**src/rtl/nn_pkg.sv**
```systemverilog
// Shared constants and state encoding for the neural-node sequencing logic.
package nn_pkg;

    localparam int MAX_TERMS = 64;
    localparam int DATA_W    = 16;
    localparam int CNT_W     = 7;

    typedef enum logic [2:0] {
        S_IDLE   = 3'd0,
        S_CLEAR  = 3'd1,
        S_ACCUM  = 3'd2,
        S_SETTLE = 3'd3,
        S_RESULT = 3'd4
    } state_t;

endpackage

```
**src/rtl/term_counter.sv**
```systemverilog
// Term index counter with a loadable terminal value; at_last flags the final term.
module term_counter
    import nn_pkg::*;
(
    input  logic             clk,
    input  logic             n_rst,
    input  logic             clear,
    input  logic             load,
    input  logic [CNT_W-1:0] last_idx,
    input  logic             inc,
    output logic [CNT_W-1:0] count,
    output logic             at_last
);

    logic [CNT_W-1:0] limit;

    // The limit is latched once per evaluation so later num_terms changes cannot disturb it.
    always_ff @(posedge clk or negedge n_rst) begin
        if (!n_rst) begin
            count <= '0;
            limit <= '0;
        end else begin
            if (load) begin
                limit <= last_idx;
            end
            if (clear) begin
                count <= '0;
            end else if (inc) begin
                count <= count + CNT_W'(1);
            end
        end
    end

    assign at_last = (count == limit);

endmodule

```
**src/rtl/node_sequencer.sv**
```systemverilog
// Sequences one node evaluation: clear, accumulate N terms, settle, then hold the result.
module node_sequencer
    import nn_pkg::*;
#(
    parameter int MAX_TERMS = nn_pkg::MAX_TERMS,
    parameter int DATA_W    = nn_pkg::DATA_W
) (
    input  logic              clk,
    input  logic              n_rst,
    input  logic              go,
    input  logic [CNT_W-1:0]  num_terms,
    input  logic              abort,
    input  logic [DATA_W-1:0] node_out,
    input  logic              result_ready,
    output logic              start,
    output logic              reset_acc,
    output logic [CNT_W-1:0]  cnt_val,
    output logic [DATA_W-1:0] result,
    output logic              result_valid,
    output logic              busy
);

    localparam logic [CNT_W-1:0] MAX_N = CNT_W'(MAX_TERMS);

    state_t           state;
    state_t           next;
    logic [CNT_W-1:0] eff_last;
    logic             at_last;
    logic             cnt_clear;
    logic             cnt_load;
    logic             cnt_inc;

    // Out-of-range requests (0 or above the maximum) fall back to the full term count.
    always_comb begin
        eff_last = num_terms - CNT_W'(1);
        if (num_terms == '0 || num_terms > MAX_N) begin
            eff_last = MAX_N - CNT_W'(1);
        end
    end

    always_comb begin
        next = state;
        case (state)
            S_IDLE:   if (go) next = S_CLEAR;
            S_CLEAR:  next = abort ? S_IDLE : S_ACCUM;
            S_ACCUM: begin
                if (abort)        next = S_IDLE;
                else if (at_last) next = S_SETTLE;
            end
            S_SETTLE: next = abort ? S_IDLE : S_RESULT;
            S_RESULT: begin
                if (abort)             next = S_IDLE;
                else if (result_ready) next = go ? S_CLEAR : S_IDLE;
            end
            default:  next = S_IDLE;
        endcase
    end

    assign cnt_load  = (next == S_CLEAR);
    assign cnt_clear = (next == S_IDLE) || (next == S_CLEAR);
    assign cnt_inc   = (state == S_ACCUM) && (next == S_ACCUM);

    term_counter u_term_counter (
        .clk      (clk),
        .n_rst    (n_rst),
        .clear    (cnt_clear),
        .load     (cnt_load),
        .last_idx (eff_last),
        .inc      (cnt_inc),
        .count    (cnt_val),
        .at_last  (at_last)
    );

    // Control outputs are decoded from the next state so they are registered yet aligned with it.
    always_ff @(posedge clk or negedge n_rst) begin
        if (!n_rst) begin
            state        <= S_IDLE;
            start        <= 1'b1;
            reset_acc    <= 1'b0;
            busy         <= 1'b0;
            result_valid <= 1'b0;
            result       <= '0;
        end else begin
            state        <= next;
            start        <= (next != S_ACCUM);
            reset_acc    <= (next == S_CLEAR);
            busy         <= (next != S_IDLE);
            result_valid <= (next == S_RESULT);
            if (state == S_SETTLE && !abort) begin
                result <= node_out;
            end
        end
    end

endmodule

```
**config.mk**
```make
export PLATFORM = sky130hd
export DESIGN_NAME = node_sequencer
export DESIGN_NICKNAME = d
export VERILOG_FILES = /design/src/rtl/nn_pkg.sv /design/src/rtl/term_counter.sv /design/src/rtl/node_sequencer.sv
export SDC_FILE = /design/constraint.sdc
export NUM_CORES = 1
export LEC_CHECK = 0
export BUFFER_PORTS_ARGS = -buffer_cell sky130_fd_sc_hd__buf_2
export CORE_ASPECT_RATIO = 1.1
export CORE_MARGIN = 3
export CORE_UTILIZATION = 45
export DETAILED_ROUTE_END_ITERATION = 12
export PLACE_DENSITY_LB_ADDON = 0.25
export SYNTH_ARGS = -nofsm -noshare
export SYNTH_HDL_FRONTEND = slang
export SYNTH_SLANG_ARGS = --single-unit
```
**constraint.sdc**
```tcl
create_clock -name clk -period 4 [get_ports clk]
set_clock_uncertainty 0.15 [all_clocks]
set_input_delay 0.8 -clock clk [delete_from_list [all_inputs] [get_ports clk]]
set_output_delay 0.8 -clock clk [all_outputs]
set_load 0.02 [all_outputs]
```
* Word-level counts from Yosys, hierarchy flattened
Cells that the tools add are included.
Widths: inputs -> output; s select.
** Word-level totals
- Logic and storage cells :: 42
- Latch bits :: 0
- ROM bits :: 0
- Flip-flop bits (word level) :: 37
- Memory bits (writable) :: 0
- Memories :: 0
- Input port bits :: 28
** Operators by class
- Add/subtract/negate cells :: 2
- Divide/modulo/power cells :: 0
- $lt $le $gt $ge :: 1
- $mul :: 0
- Reduce and logical (&&, ||, !) cells :: 10
- Muxes and demuxes :: 12
- Bitwise operators :: 0
- Eq/ne operators :: 9
- Shift-type cells :: 0
** Operators with widths (number)
- $mux 7 :: 3
- $mux 3 :: 6
- $pmux 3 s5 :: 1
- $eq 3x2->1 const B :: 3
- $add 7x1->7 const B :: 1
- $eq 7x7->1 :: 1
- $gt 7x7->1 const B :: 1
- $logic_not 7->1 :: 1
- $sub 7x1->7 const B :: 1
- $eq 3x1->1 const B :: 2
- $eq 3x3->1 const B :: 2
- $logic_not 3->1 :: 2
- $ne 3x2->1 const B :: 1
- $reduce_bool 3->1 :: 1
- $logic_and 1x1->1 :: 2
- $logic_or 1x1->1 :: 2
- $mux 2 :: 1
- $reduce_bool 2->1 :: 1
- $logic_not 1->1 :: 1
- $mux 1 :: 1

* Logic depth before layout (Yosys ltp)
- Depth in word-level cells :: 8
- Depth in mapped cells :: 7
- Mapped depth without buffers :: 7

* Modules after synthesis
A second synthesis with hierarchy kept.
** Second synthesis, totals
- Cell total of the unflattened synthesis :: 141
- Area, all modules :: 1755.4 µm²
** By module, submodules not included
- node_sequencer :: times used 1, area an instance 1087.3 µm², seq. area each 576.8 µm², cells each 85
- term_counter :: times used 1, area an instance 668.1 µm², seq. area each 350.3 µm², cells each 56

* Worst setup path after synthesis
OpenSTA, ideal clock, no wires.
- Path type :: input port to flip-flop
- Start point :: input port abort
- End point :: register u_term_counter.count[2]
- Buffers on the path :: 0
- Data arrival time :: 1.856 ns
- Cell stages on the path :: 4
- Required time :: 3.730 ns
- Path slack :: 1.874 ns
- Path through :: or4b_4 a21oi_2 a211oi_2 a31o_1
** On the way
- Cells in the longest elaborated chain, start to end :: 5
- Elaborated cells between the ends (all ways) :: 12
- Those cells by class :: eq/ne: 2; mux: 6; reduce/logical: 4
** Ends and longest elaborated chain
- start: declaration :: RTL line node_sequencer.sv:12 : input logic abort,
- $mux 3 (tied with other cells) :: RTL line node_sequencer.sv:52 : if (abort) next = S_IDLE;
- $pmux 3 s5 * :: RTL line node_sequencer.sv:43 : case (state)
- $eq 3x1->1 (tied with other cells) :: RTL line node_sequencer.sv:60 : assign cnt_clear = (next == S_IDLE) || (next == S_CLEAR);
- $logic_or 1x1->1 or $logic_and 1x1->1 (tied branches) :: RTL line node_sequencer.sv:60, node_sequencer.sv:61
- $mux 7 or $reduce_bool 2->1 (tied branches)
- end signal: assignment :: RTL line term_counter.sv:29 : count <= count + CNT_W'(1);
- end: declaration :: RTL line term_counter.sv:11 : output logic [CNT_W-1:0] count,
Every way passes the cells marked *; elsewhere a longest branch is shown, timed or not.
A chain may end at the register's enable or synchronous reset.

* Worst setup path in the final report
- Start point :: register state[2]
- End point :: register result[14]
** On the way
- Cells in the longest elaborated chain, start to end :: 2
** Ends and longest elaborated chain
- start: declaration :: RTL line node_sequencer.sv:25 : state_t state;
- start signal: assignment :: RTL line node_sequencer.sv:84 : state <= next;
- $eq 3x2->1 :: RTL line node_sequencer.sv:89 : if (state == S_SETTLE && !abort) begin
- $logic_and 1x1->1 :: RTL line node_sequencer.sv:89
- end signal: assignment :: RTL line node_sequencer.sv:90 : result <= node_out;
- end: declaration :: RTL line node_sequencer.sv:18 : output logic [DATA_W-1:0] result,
No other way between the ends.

==> impl_metrics.py <==
metrics = {
    "placed_design": {
        "io_buffers": 54,
        "place_hpwl_um": 2770,
        "gp_congestion": 0.769,
        "dpl_worst_slack_ns": 1.63,
    },
    "pwr": {
        "power.density_mw_per_mm2": 579,
        "irDropWorstVdd_mv": 0.278,
        "power_mw": 1.24,
        "p_leak_nw": 1.01,
    },
    "global_routing": {
        "grt_use_total_pct": 17.3,
        "grt_pass1_vias": 1338,
        "grt_antenna_before_repair": 0,
        "gr-total-overflow": 0,
        "grt_pass1_wl_um": 6110,
        "grt_max_degree": 38,
    },
    "sta": {
        "final-hold-violation-count": 0,
        "layout_min_cycle_time_ns": 2.07,
        "whs_ns": 0.355,
        "rsz0062_at_grt": "no",
        "setup-tns-final_ns": 0,
        "tightest_slew_ns": 0.790,
        "drv_slew": 0,
        "maxSlewHeadroom_pct": 47.3,
        "post-route-period-util_pct": 51.7,
        "fin_ws_ns": 1.93,
        "finalSetupViolCount": 0,
        "timing.fmax_mhz": 484,
    },
    "min_path": {
        "hold_depth": 1,
        "hold_path_end": "result[15]",
        "min_path_type": "flip-flop to flip-flop",
        "hp-start": "result[15]",
    },
    "synth": {
        "syn_nets": 176,
        "synth.most_common_cell": "dfrtp_1",
        "avgSynthCellArea_um2": 12.1,
        "synth_common_cells": "dfrtp_1, mux2_2, nor2_1",
        "yosysTopAreaCellShare_pct": 51.5,
        "synth_edf_count": 0,
        "ys_seq_area_share_pct": 53.0,
        "syn_inst": 145,
        "yosys.area.top_type": "dfrtp_1",
        "ys_warn_count": 0,
        "synth_ff_type": "dfrtp_1",
        "async_flop_share_pct": 100,
        "synth.cell_area_mm2": 0.00175,
        "yosysUniqueCellTypes": 33,
        "ys_ff_latch": 37,
        "synth_area_leaders": "dfrtp_1, mux2_2, xor2_1, nor2_1, a31oi_1",
    },
    "route": {
        "drt_iter0_drc": 53,
        "antenna_left": 0,
        "drc": 0,
        "vias": 1303,
        "routed_wl_um": 3530,
        "wire_per_inst_um": 13.9,
        "first_pass_iters": 4,
        "via_per_inst": 5.15,
    },
    "clocking": {
        "cts_root_buffer": "clkbuf_8",
        "ctsResizeCount": 0,
        "ctsHoldBuffers": 0,
        "cts_buffer_depth": 2,
        "post_cts_buffers": 0,
        "cts_made_buffers": 5,
        "clkSinkCount": 37,
        "cts_htree_levels": 2,
        "clkSlewWorstSetupHoldPaths_ns": 0.07,
        "cts_tree": "done",
        "insertion_delay_ns": 0.29,
    },
    "critical_path": {
        "cpPeakStageDelay_ns": 0.62,
        "worst_setup_path_start_kind": "flip-flop",
        "crit_required_ns": 4.03,
        "arrival_ns": 2.10,
        "reg2reg_depth": 3,
        "r2r-start": "state[2]",
        "r2r_slack_ns": 1.93,
        "crit_type": "flip-flop to flip-flop",
        "path_cells": "nand3b_1, nor2_2, mux2_2",
        "critPathSlowestCell": "nor2_2",
        "cp_max_fo": 16,
        "r2r-end": "result[14]",
        "crit_path_end_kind": "flip-flop",
    },
    "finish": {
        "antenna_cells": 0,
        "area_growth_pct": 23.0,
        "layout-drive-gt1-share_pct": 44.8,
        "fin_nets": 233,
        "final_util_pct": 58.4,
    },
    "status": {
        "status": "completed",
    },
    "floorplan": {
        "die_h_um": 71.4,
        "die_w_um": 65.4,
        "start_util_pct": 47.5,
        "core-area_mm2": 0.00368,
        "rows": 23,
        "io_pins": 55,
        "die_area_mm2": 0.00467,
    },
    "job": {
        "drv_cap": 0,
    },
}
-- report_power, final --
part | switching [mW] | internal [mW] | leakage, nW
Sequential | 0.0629 | 0.492 | 0.456
Combinational | 0.260 | 0.177 | 0.506
Clock | 0.132 | 0.120 | 0.0439
Total | 0.455 | 0.790 | 1.01
-- worst max path at each step --
stage,start,endpoint,cells past startpoint
after global placement,abort,u_term_counter.count[2],5
after floorplan,abort,u_term_counter.count[2],4
after detailed placement,abort,u_term_counter.count[2],5
after CTS,state[2],result[14],3
final,state[2],result[14],3
after global routing,state[2],result[13],3
-- layout by cell type (no fill, tap or decap), types with 4 or more instances in the layout --
cell      synthesis  layout
mux2_2           16      16
nor2_1           12      12
dfrtp_1          36      36
xnor2_1           5       5
inv_1             9       9
a31oi_1           7       7
nand2_1           6       6
buf_2             2      54
o21ai_0           4       4
xor2_1           10      10
clkbuf_8          0       5
-- sequential cells by signal, indices dropped and copies added, names as in the netlist --
register,count
result_valid,1
u_term_counter.count,7
state,3
result,16
u_term_counter.limit,7
reset_acc,1
start,1
busy,1
-- cell type report --
type,instances,area (um2)
well taps,50,62.6
fillers,323,1530
flip-flops and latches,37,927
clock buffers,5,68.8
inverters,9,33.8
multi-input cells,95,771
repair buffers,54,270
clock inverters,3,17.5
-- worst max-delay path: cells and delay by family (launching register included) --
kind	cells	cell delay (ns)
mux	1	0.41
flops	1	0.47
simple gates	2	0.91
-- metal layers --
layer | GRT usage [%] | share of wire (%) | vias up | wire length, um
li1 | - | - | 621 | -
met1 | 18.1 | 39 | 636 | 1380
met2 | 30.7 | 54 | 37 | 1890
met3 | 5.64 | 5.0 | 9 | 176
met4 | 8.76 | 2.5 | 0 | 87
met5 | 0 | 0 | - | 0
-- per-stage QoR --
stage | std cells | cell area, um2
after CTS | 253 | 2150
after global routing | 253 | 2150
after global placement | 245 | 2060
after floorplan | 145 | 1750
final | 253 | 2150
after detailed placement | 245 | 2060
-- cell families after synthesis --
kind of cell               Yosys count  synth area share [%]
buffers and inverters               13                  2.93
xor gates and xnor gates            15                  7.51
AOI/OAI and AO/OA                   22                  9.73
adders and majority gates            3                  2.15
muxes                               18                  11.4
and+or+nand+nor                     37                  13.2
DFF                                 37                  53.0
Note: power is estimated with default switching activity, not from simulation.
